`src/rtl/sipo_deser_pkg.sv`:
```
// Shared types and constants for the serial-in/parallel-out deserializer.
// Optional macro SIPO_PARITY_EN adds a trailing even-parity bit per word.
package sipo_pkg;

  localparam int SIPO_WIDTH = 32'd8;

  typedef enum logic [0:0] {
    SHIFT = 1'b0,
    FULL  = 1'b1
  } state_e;

  function automatic int cnt_width(input int width);
`ifdef SIPO_PARITY_EN
    return $clog2(width + 32'd2);
`else
    return $clog2(width + 32'd1);
`endif
  endfunction

endpackage

```
`src/rtl/sipo_deser_if.sv`:
```
// Serial input and parallel output handshake bundle of sipo_deser.
// Carries out_perr only when SIPO_PARITY_EN is defined.
interface sipo_deser_if #(
  parameter int WIDTH = sipo_pkg::SIPO_WIDTH,
  parameter int CNT_W = sipo_pkg::cnt_width(WIDTH)
) ();

  logic             ser_in;
  logic             ser_valid;
  logic             ser_ready;
  logic [WIDTH-1:0] out_data;
  logic             out_valid;
  logic             out_ready;
  logic [CNT_W-1:0] bit_cnt;
`ifdef SIPO_PARITY_EN
  logic             out_perr;

  modport master (
    output ser_in, ser_valid, out_ready,
    input  ser_ready, out_data, out_valid, bit_cnt, out_perr
  );

  modport slave (
    input  ser_in, ser_valid, out_ready,
    output ser_ready, out_data, out_valid, bit_cnt, out_perr
  );
`else
  modport master (
    output ser_in, ser_valid, out_ready,
    input  ser_ready, out_data, out_valid, bit_cnt
  );

  modport slave (
    input  ser_in, ser_valid, out_ready,
    output ser_ready, out_data, out_valid, bit_cnt
  );
`endif

endinterface

```
`src/rtl/sipo_deser_shift_core.sv`:
```
// Shift register and bit counter; exposes the word being completed this cycle
// and the word parked after completion. SIPO_PARITY_EN adds a parity-bit slot.
module sipo_shift_core
  import sipo_pkg::*;
#(
  parameter int WIDTH     = SIPO_WIDTH,
  parameter bit MSB_FIRST = 1'b1,
  parameter int CNT_W     = cnt_width(WIDTH)
) (
  input  logic             clk,
  input  logic             rst_n,
  input  logic             clear,
  input  logic             accept,
  input  logic             take,
  input  logic             ser_in,
  output logic [CNT_W-1:0] bit_cnt,
  output logic             done,
  output logic [WIDTH-1:0] held_word,
  output logic [WIDTH-1:0] next_word
`ifdef SIPO_PARITY_EN
  ,
  output logic             held_pbit,
  output logic             next_pbit
`endif
);

`ifdef SIPO_PARITY_EN
  localparam int NBITS = WIDTH + 32'd1;
`else
  localparam int NBITS = WIDTH;
`endif
  localparam logic [CNT_W-1:0] LAST = CNT_W'(NBITS - 32'd1);

  logic [WIDTH-1:0] shift_r;
  logic [WIDTH-1:0] shifted_s;
  logic [CNT_W-1:0] cnt_r;
  logic             data_bit_s;
`ifdef SIPO_PARITY_EN
  logic             pbit_r;
`endif

  // Shift direction selection and data/parity slot decode
  always_comb begin
    shifted_s  = shift_r;
    data_bit_s = (cnt_r < CNT_W'(WIDTH));
    if (MSB_FIRST) begin
      shifted_s = {shift_r[WIDTH-2:0], ser_in};
    end else begin
      shifted_s = {ser_in, shift_r[WIDTH-1:1]};
    end
  end

  // Shift register and counter; a taken word restarts collection from empty
  always_ff @(posedge clk or negedge rst_n) begin
    if (!rst_n) begin
      shift_r <= {WIDTH{1'b0}};
      cnt_r   <= {CNT_W{1'b0}};
`ifdef SIPO_PARITY_EN
      pbit_r  <= 1'b0;
`endif
    end else if (clear || take) begin
      shift_r <= {WIDTH{1'b0}};
      cnt_r   <= {CNT_W{1'b0}};
`ifdef SIPO_PARITY_EN
      pbit_r  <= 1'b0;
`endif
    end else if (accept) begin
      cnt_r <= cnt_r + {{(CNT_W-1){1'b0}}, 1'b1};
      if (data_bit_s) begin
        shift_r <= shifted_s;
      end
`ifdef SIPO_PARITY_EN
      if (!data_bit_s) begin
        pbit_r <= ser_in;
      end
`endif
    end
  end

  assign bit_cnt   = cnt_r;
  assign done      = accept && (cnt_r == LAST);
  assign held_word = shift_r;
`ifdef SIPO_PARITY_EN
  // The final accept is the parity bit, so the data is already complete.
  assign next_word = shift_r;
  assign held_pbit = pbit_r;
  assign next_pbit = ser_in;
`else
  assign next_word = shifted_s;
`endif

endmodule

```
`src/rtl/sipo_deser.sv`:
```
// Double-buffered serial-to-parallel deserializer with ready/valid on both sides.
// Define SIPO_PARITY_EN for a trailing even-parity bit and the out_perr flag.
module sipo_deser
  import sipo_pkg::*;
#(
  parameter int WIDTH     = SIPO_WIDTH,
  parameter bit MSB_FIRST = 1'b1
) (
  input  logic         clk,
  input  logic         rst_n,
  input  logic         clear,
  sipo_deser_if.slave  bus
);

  localparam int CNT_W = cnt_width(WIDTH);

  state_e           state_r;
  state_e           state_n;
  logic             ser_ready_s;
  logic             accept_s;
  logic             done_s;
  logic             take_s;
  logic [CNT_W-1:0] bit_cnt_s;
  logic [WIDTH-1:0] held_word_s;
  logic [WIDTH-1:0] next_word_s;
  logic [WIDTH-1:0] load_word_s;
  logic [WIDTH-1:0] out_data_r;
  logic             out_valid_r;
`ifdef SIPO_PARITY_EN
  logic             held_pbit_s;
  logic             next_pbit_s;
  logic             load_perr_s;
  logic             out_perr_r;

  function automatic logic parity_err(input logic [WIDTH-1:0] data, input logic pbit);
    return ^{data, pbit};
  endfunction
`endif

  // ser_ready comes from state alone, keeping out_ready off the input path.
  assign ser_ready_s = (state_r == SHIFT);
  assign accept_s    = bus.ser_valid && ser_ready_s;

  sipo_shift_core #(
    .WIDTH     (WIDTH),
    .MSB_FIRST (MSB_FIRST),
    .CNT_W     (CNT_W)
  ) u_core (
    .clk       (clk),
    .rst_n     (rst_n),
    .clear     (clear),
    .accept    (accept_s),
    .take      (take_s),
    .ser_in    (bus.ser_in),
    .bit_cnt   (bit_cnt_s),
    .done      (done_s),
    .held_word (held_word_s),
    .next_word (next_word_s)
`ifdef SIPO_PARITY_EN
    ,
    .held_pbit (held_pbit_s),
    .next_pbit (next_pbit_s)
`endif
  );

  // Next-state and output-slot load decision
  always_comb begin
    state_n     = state_r;
    take_s      = 1'b0;
    load_word_s = next_word_s;
`ifdef SIPO_PARITY_EN
    load_perr_s = parity_err(next_word_s, next_pbit_s);
`endif
    if (clear) begin
      state_n = SHIFT;
    end else begin
      case (state_r)
        SHIFT: begin
          if (done_s && (!out_valid_r || bus.out_ready)) begin
            take_s  = 1'b1;
            state_n = SHIFT;
          end else if (done_s) begin
            state_n = FULL;
          end else begin
            state_n = SHIFT;
          end
        end
        FULL: begin
          load_word_s = held_word_s;
`ifdef SIPO_PARITY_EN
          load_perr_s = parity_err(held_word_s, held_pbit_s);
`endif
          if (bus.out_ready) begin
            take_s  = 1'b1;
            state_n = SHIFT;
          end else begin
            state_n = FULL;
          end
        end
        default: begin
          state_n = SHIFT;
        end
      endcase
    end
  end

  // FSM state register
  always_ff @(posedge clk or negedge rst_n) begin
    if (!rst_n) begin
      state_r <= SHIFT;
    end else begin
      state_r <= state_n;
    end
  end

  // Output holding register; a new word replaces a consumed one without a bubble
  always_ff @(posedge clk or negedge rst_n) begin
    if (!rst_n) begin
      out_data_r  <= {WIDTH{1'b0}};
      out_valid_r <= 1'b0;
`ifdef SIPO_PARITY_EN
      out_perr_r  <= 1'b0;
`endif
    end else if (clear) begin
      out_valid_r <= 1'b0;
    end else if (take_s) begin
      out_data_r  <= load_word_s;
      out_valid_r <= 1'b1;
`ifdef SIPO_PARITY_EN
      out_perr_r  <= load_perr_s;
`endif
    end else if (out_valid_r && bus.out_ready) begin
      out_valid_r <= 1'b0;
    end
  end

  assign bus.ser_ready = ser_ready_s;
  assign bus.out_data  = out_data_r;
  assign bus.out_valid = out_valid_r;
  assign bus.bit_cnt   = bit_cnt_s;
`ifdef SIPO_PARITY_EN
  assign bus.out_perr  = out_perr_r;
`endif

endmodule

```
`src/flat_wrapper.sv`:
```
// flat-port wrapper written by rule: the top's interface ports become plain ports
module sipo_deser_flat import sipo_pkg::*;
#(
  parameter int WIDTH     = SIPO_WIDTH,
  parameter bit MSB_FIRST = 1'b1
)
  (clk, rst_n, clear, bus_ser_in, bus_ser_valid, bus_out_ready, bus_ser_ready, bus_out_data, bus_out_valid, bus_bit_cnt);
  sipo_deser_if #(.WIDTH(WIDTH)) bus_i ();
  input  logic clk;
  input  logic rst_n;
  input  logic clear;
  input wire logic [$bits(bus_i.ser_in)-1:0] bus_ser_in;
  input wire logic [$bits(bus_i.ser_valid)-1:0] bus_ser_valid;
  input wire logic [$bits(bus_i.out_ready)-1:0] bus_out_ready;
  output wire logic [$bits(bus_i.ser_ready)-1:0] bus_ser_ready;
  output wire logic [$bits(bus_i.out_data)-1:0] bus_out_data;
  output wire logic [$bits(bus_i.out_valid)-1:0] bus_out_valid;
  output wire logic [$bits(bus_i.bit_cnt)-1:0] bus_bit_cnt;
  assign bus_i.ser_in = bus_ser_in;
  assign bus_i.ser_valid = bus_ser_valid;
  assign bus_i.out_ready = bus_out_ready;
  assign bus_ser_ready = bus_i.ser_ready;
  assign bus_out_data = bus_i.out_data;
  assign bus_out_valid = bus_i.out_valid;
  assign bus_bit_cnt = bus_i.bit_cnt;
  sipo_deser #(.WIDTH(WIDTH), .MSB_FIRST(MSB_FIRST)) u_core (.clk(clk), .rst_n(rst_n), .clear(clear), .bus(bus_i));
endmodule
```
`config.mk`:
```
export PLATFORM = sky130hd
export DESIGN_NAME = sipo_deser_flat
export DESIGN_NICKNAME = d
export VERILOG_FILES = /design/src/rtl/sipo_deser_pkg.sv /design/src/rtl/sipo_deser_if.sv /design/src/rtl/sipo_deser_shift_core.sv /design/src/rtl/sipo_deser.sv /design/src/flat_wrapper.sv
export SDC_FILE = /design/constraint.sdc
export NUM_CORES = 1
export LEC_CHECK = 0
export BUFFER_PORTS_ARGS = -buffer_cell sky130_fd_sc_hd__buf_2
export CORE_MARGIN = 2
export CORE_UTILIZATION = 47
export CTS_CLUSTER_DIAMETER = 60
export DETAILED_ROUTE_END_ITERATION = 12
export GPL_TIMING_DRIVEN = 0
export PLACE_DENSITY_LB_ADDON = 0.3
export SYNTH_ARGS = -nofsm -noshare
export SYNTH_HDL_FRONTEND = slang
export SYNTH_SLANG_ARGS = --single-unit
```
`constraint.sdc`:
```
create_clock -name clk -period 2.1 [get_ports clk]
set_clock_uncertainty 0.1 [all_clocks]
set_input_delay 0.105 -clock clk [delete_from_list [all_inputs] [get_ports clk]]
set_output_delay 0.105 -clock clk [all_outputs]
set_load 0.05 [all_outputs]
```
After elaboration in Yosys (flattened, before gate mapping)
Cells that the tools add are included.
- bits in registers: 22
- bits of input ports: 6
- output and inout bits: 14
- logic and storage cells: 40
- $add $sub $neg: 1
- $lt $le $gt $ge: 1
- equal/unequal tests: 1
- multiplexer cells: 18
- bitwise gates (word level): 2
- reduce and logical (&&, ||, !) cells: 12
- operator list (kind ; number):
    8-bit 2-to-1 mux ; 4
    1-bit 2-to-1 mux ; 10
    4-bit 2-to-1 mux ; 2
    4-bit by 1-bit adder with 4-bit output, second input constant ; 1
    4-bit by 3-bit == test with 1-bit output, second input constant ; 1
    1-bit logical AND ; 4
    4-bit < comparator, second input constant ; 1
    1-bit case mux with 2 select lines ; 2
    2-bit AND reduction ; 2
    2-bit nonzero test ; 2
    3-bit nonzero test ; 1
    1-bit logical OR ; 2
    1-bit inverter ; 2
    1-bit zero test ; 1

Longest topological paths before layout
- word-level depth: 10
- depth in mapped cells: 5
- mapped depth without buffers: 5

Cells and area by module
From an unflattened synthesis, not the netlist that was laid out.
- cell total of the unflattened synthesis: 100
- area, all modules: 1088.5 um^2
- by module, submodules not included (module ; instances ; cells each ; area each (um^2)):
    sipo_shift_core ; 1 ; 62 ; 583.1
    sipo_deser ; 1 ; 38 ; 505.5

Worst setup path before layout
No wires, ideal clock.
- kind: reg2reg
- from: register u_core.u_core.cnt_r[3] (netlist: u_core.u_core.bit_cnt[3])
- to: register u_core.out_data_r[0] (netlist: u_core.bus.out_data[0])
- data arrival time: 1.806 ns
- path slack: 0.069 ns
- cell stages (with the launch flop): 6
- buffers on the path: 1
- cells stage by stage: dfrtp_1 -> or3b_1 -> buf_6 -> a221oi_2 -> o21ai_2 -> mux2_2
- word-level cells in the longest chain between the ends: 7
- RTL lines (element ; line ; source):
    from (decl) ; sipo_deser_shift_core.sv:36 ; logic [CNT_W-1:0] cnt_r;
    from (signal assigned) ; sipo_deser_shift_core.sv:57 ; cnt_r <= {CNT_W{1'b0}};
    from (signal assigned) ; sipo_deser_shift_core.sv:63 ; cnt_r <= {CNT_W{1'b0}};
    from (signal assigned) ; sipo_deser_shift_core.sv:68 ; cnt_r <= cnt_r + {{(CNT_W-1){1'b0}}, 1'b1};
    4-bit by 3-bit == test with 1-bit output ; sipo_deser_shift_core.sv:81 ; assign done = accept && (cnt_r == LAST);
    1-bit logical AND ; sipo_deser_shift_core.sv:81 ;
    1-bit logical AND ; sipo_deser.sv:79 ; if (done_s && (!out_valid_r || bus.out_ready)) begin
    1-bit 2-to-1 mux ; sipo_deser.sv:79 ;
    1-bit case mux with 2 select lines ; sipo_deser.sv:77 ; case (state_r)
    1-bit 2-to-1 mux ; sipo_deser.sv:74 ; if (clear) begin
    2-bit AND reduction (no line) ; -- ;
    to (signal assigned) ; sipo_deser.sv:119 ; out_data_r <= {WIDTH{1'b0}};
    to (signal assigned) ; sipo_deser.sv:127 ; out_data_r <= load_word_s;
    to (decl) ; sipo_deser.sv:27 ; logic [WIDTH-1:0] out_data_r;
No other way between the ends.
A chain may end at the register's enable or synchronous reset.

Worst setup path after layout
- from: register u_core.state_r
- to: register u_core.out_data_r[5] (netlist: u_core.bus.out_data[5])
- word-level cells in the longest chain between the ends: 8
- elaborated cells between the ends (all ways): 9
- those cells by class: mux (4); bitwise (1); reduce/logical (4)
- RTL lines (element ; line ; source):
    from (decl) ; sipo_deser.sv:17 ; state_e state_r;
    from (signal assigned) ; sipo_deser.sv:112 ; state_r <= state_n;
    1-bit inverter ; sipo_deser.sv:41, sipo_deser.sv:77 ;
    1-bit logical AND ; sipo_deser.sv:42 ; assign accept_s = bus.ser_valid && ser_ready_s;
    1-bit logical AND ; sipo_deser_shift_core.sv:81 ;
    1-bit logical AND ; sipo_deser.sv:79 ;
    1-bit 2-to-1 mux ; sipo_deser.sv:79 ;
    1-bit case mux with 2 select lines ; sipo_deser.sv:77 ;
    1-bit 2-to-1 mux ; sipo_deser.sv:74 ;
    2-bit AND reduction (no line) ; -- ;
Several ways; a longest one is shown, not always the timed one.

==> impl_metrics.json <==
{
  "dp_hpwl_um": 1300,
  "worst-setup-path-type": "register to register",
  "syn_area_um2": 1040,
  "placedCellCount": 141,
  "status": "completed",
  "pwr-share-comb_pct": 10.1,
  "die_area_um2": 2600,
  "yosysTopAreaCell": "dfrtp_1",
  "dr.pass1.iters": 3,
  "clkTransAtPathRegs_ns": 0.12,
  "gp_congestion": 0.784,
  "stdcell_count": 149,
  "yosysUniqueCellTypes": 23,
  "antenna_found_initial": 0,
  "p_seq_share_pct": 58.7,
  "area_growth_pct": 20.6,
  "layout_setup_ws_ns": 0.0936,
  "syn_avg_cell_area_um2": 11.0,
  "fillers": 186,
  "ioPinCount": 20,
  "first_global_vias": 734,
  "grtUsageTotal_pct": 16.5,
  "p_leak_uw": 0.000617,
  "pwr-share-clk_pct": 31.2,
  "gr-total-overflow": 0,
  "setup_viol": 0,
  "synth_fp_nets": 101,
  "critPathLaunchType": "register",
  "relSlewSlack_pct": 68.1,
  "layout-drive-gt1-share_pct": 36.4,
  "powerDensity_nw_per_um2": 594,
  "finalWirelength_um": 1870,
  "clk_path_buf_depth": 2,
  "wl_per_cell_um": 12.5,
  "seqCellArea_um2": 551,
  "clock-sinks": 22,
  "drtIter0Drc": 9,
  "p_int_uw": 563,
  "initial_core_util_pct": 48.3,
  "grt_pass1_wl_um": 3190,
  "core_um2": 2150,
  "antennaDiodeCount": 0,
  "fin_util_pct": 58.3,
  "reg2reg_slack_ns": 0.09,
  "drc": 0,
  "tritoncts": "yes",
  "worst_pin_slew_ns": 0.478,
  "vias_per_cell": 5.16,
  "finalHoldViolCount": 0,
  "multi_input_area_um2": 472,
  "ant_nets": 0,
  "fp.dieH_um": 51.0,
  "fin_crit_sh_pct": 95.5,
  "hold_depth": 4,
  "p_sw_uw": 182,
  "path_max_fanout": 10,
  "num_rows": 17,
  "crit_arrival_ns": 2.11,
  "yosysSeqAreaShare_pct": 53.0,
  "end_kind": "register",
  "r2r_cells": 5,
  "min_path_type": "input port to register",
  "tns_ns": 0,
  "vias": 769,
  "whs_ns": 0.140,
  "place_ws_ns": 0.0568,
  "synth_top_area_share_pct": 53.0,
  "vdd_drop_max_uv": 342,
  "swShare_pct": 24.4,
  "grt_setup_unrepaired": "no",
  "port_buffers": 19,
  "maxSlewViolCount": 0,
  "syn_inst": 94,
  "cp.required_ns": 2.20,
  "grt_max_degree": 23,
  "root_buffer": "clkbuf_4",
  "yosysWarnings": 0,
  "cap_violations": 0,
  "clkLatencyLatePin_ns": 0.31,
  "layout_min_cycle_time_ns": 2.01,
  "cts_setup_buffers": 0,
  "cts_buffers": 3,
  "die_w_um": 51.0,
  "fmax_mhz": 498,
  "htreeDepth": 1,
  "ys_ff_latch": 22,
  "yosys-top-cells-area": "dfrtp_1 (53%), mux2_2 (17%), nand2_1 (7.2%)",
  "fin_nets": 129
}
final timing paths:
kind,start,endpoint
min in group asynchronous,rst_n,u_core.state_r$_DFF_PN0_
setup / recovery,u_core.state_r$_DFF_PN0_,u_core.bus.out_data[5]$_DFFE_PN0P_
hold / removal,bus_ser_valid,u_core.u_core.held_word[1]$_DFFE_PN0P_
setup reg to reg,u_core.state_r$_DFF_PN0_,u_core.bus.out_data[5]$_DFFE_PN0P_
hold reg to reg,u_core.bus.out_data[7]$_DFFE_PN0P_,u_core.bus.out_data[7]$_DFFE_PN0P_
max in group asynchronous,rst_n,u_core.bus.out_data[3]$_DFFE_PN0P_
power by group through the flow:
stage | clock network (uW) | logic (uW) | registers, uW
after floorplan | 0 | 27.2 | 460
after global routing | 255 | 84.4 | 438
final | 233 | 75.3 | 437
after CTS | 243 | 76.0 | 437
after global placement | 0 | 68.2 | 444
after detailed placement | 0 | 70.3 | 445
cell type report:
| type | count | share of cell area [%] |
|---|---|---|
| plain buffers | 3 | 1.60 |
| clock buffers | 4 | 2.90 |
| inverters | 1 | 0.300 |
| multi-input cells | 68 | 37.7 |
| flip-flops and latches | 22 | 44.0 |
| well taps | 28 | 2.80 |
| repair buffers | 23 | 10.8 |
stage by stage:
step	cell area, um2	power [uW]
finish	1250	744
global route	1250	778
CTS	1240	755
detailed placement	1170	515
global placement	1170	512
floorplan	1040	487
synthesized netlist by cell type:
cell type  count
a21oi_1       10
a221oi_2       1
a31oi_1        1
and2_1         1
buf_6          1
clkbuf_1       2
dfrtp_1       22
ha_1           1
inv_1          1
mux2_2        16
mux2i_1        1
nand2_1       20
nand2b_1       1
nand3_1        1
nand4_1        2
nor2_1         5
nor2b_1        1
nor3_1         1
nor3b_2        1
o21ai_2        1
or3b_1         1
xnor2_1        2
xor2_1         1
placed cells by master (no fill, tap or decap), drive strengths merged, types with 2 or more instances in the layout:
master        n
nand2        20
xnor2         2
a21oi        10
nand4         2
clkbuf        6
nor2          5
dfrtp        22
mux2         16
buf          20
dlygate4sd3   4
layer usage:
layer  vias up  global-route usage (%)  wire [um]
li1        378                       -          -
met1       372                    21.4        840
met2        14                    27.5        924
met3         5                    1.75         66
met4         0                    8.11         36
met5         -                       0          0
kinds of logic (layout without fill, tap and decap cells):
kind of cell / after synthesis / in the layout / synth area share [%]
AO/OA/AOI/OAI: 13 / 13 / 7.71
buffers and inverters: 4 / 31 / 2.17
flip-flops: 22 / 22 / 53.0
AND/OR/NAND/NOR: 34 / 34 / 15.1
multiplexers: 17 / 17 / 18.3
adder cells (fa/ha/maj): 1 / 1 / 1.20
XOR/XNOR: 3 / 3 / 2.53
worst max-delay path, stage by stage (launching register included):
cell and delay (ns):
dfrtp_1 0.47, or3b_1 0.41, buf_6 0.15, a221oi_2 0.26, o21ai_2 0.19, mux2_2 0.31
sequential cells by signal, indices dropped and copies added, names as in the netlist:
name                     flops
u_core.bus.out_valid         1
u_core.u_core.held_word      8
u_core.bus.out_data          8
u_core.u_core.bit_cnt        4
u_core.state_r               1
what timing repair did:
action	in CTS	in global routing
setup endpoints to repair	0	10
hold buffers	4	0
gates resized for setup	0	3
hold endpoints to repair	25	0
(Power assumes the default switching activity.)
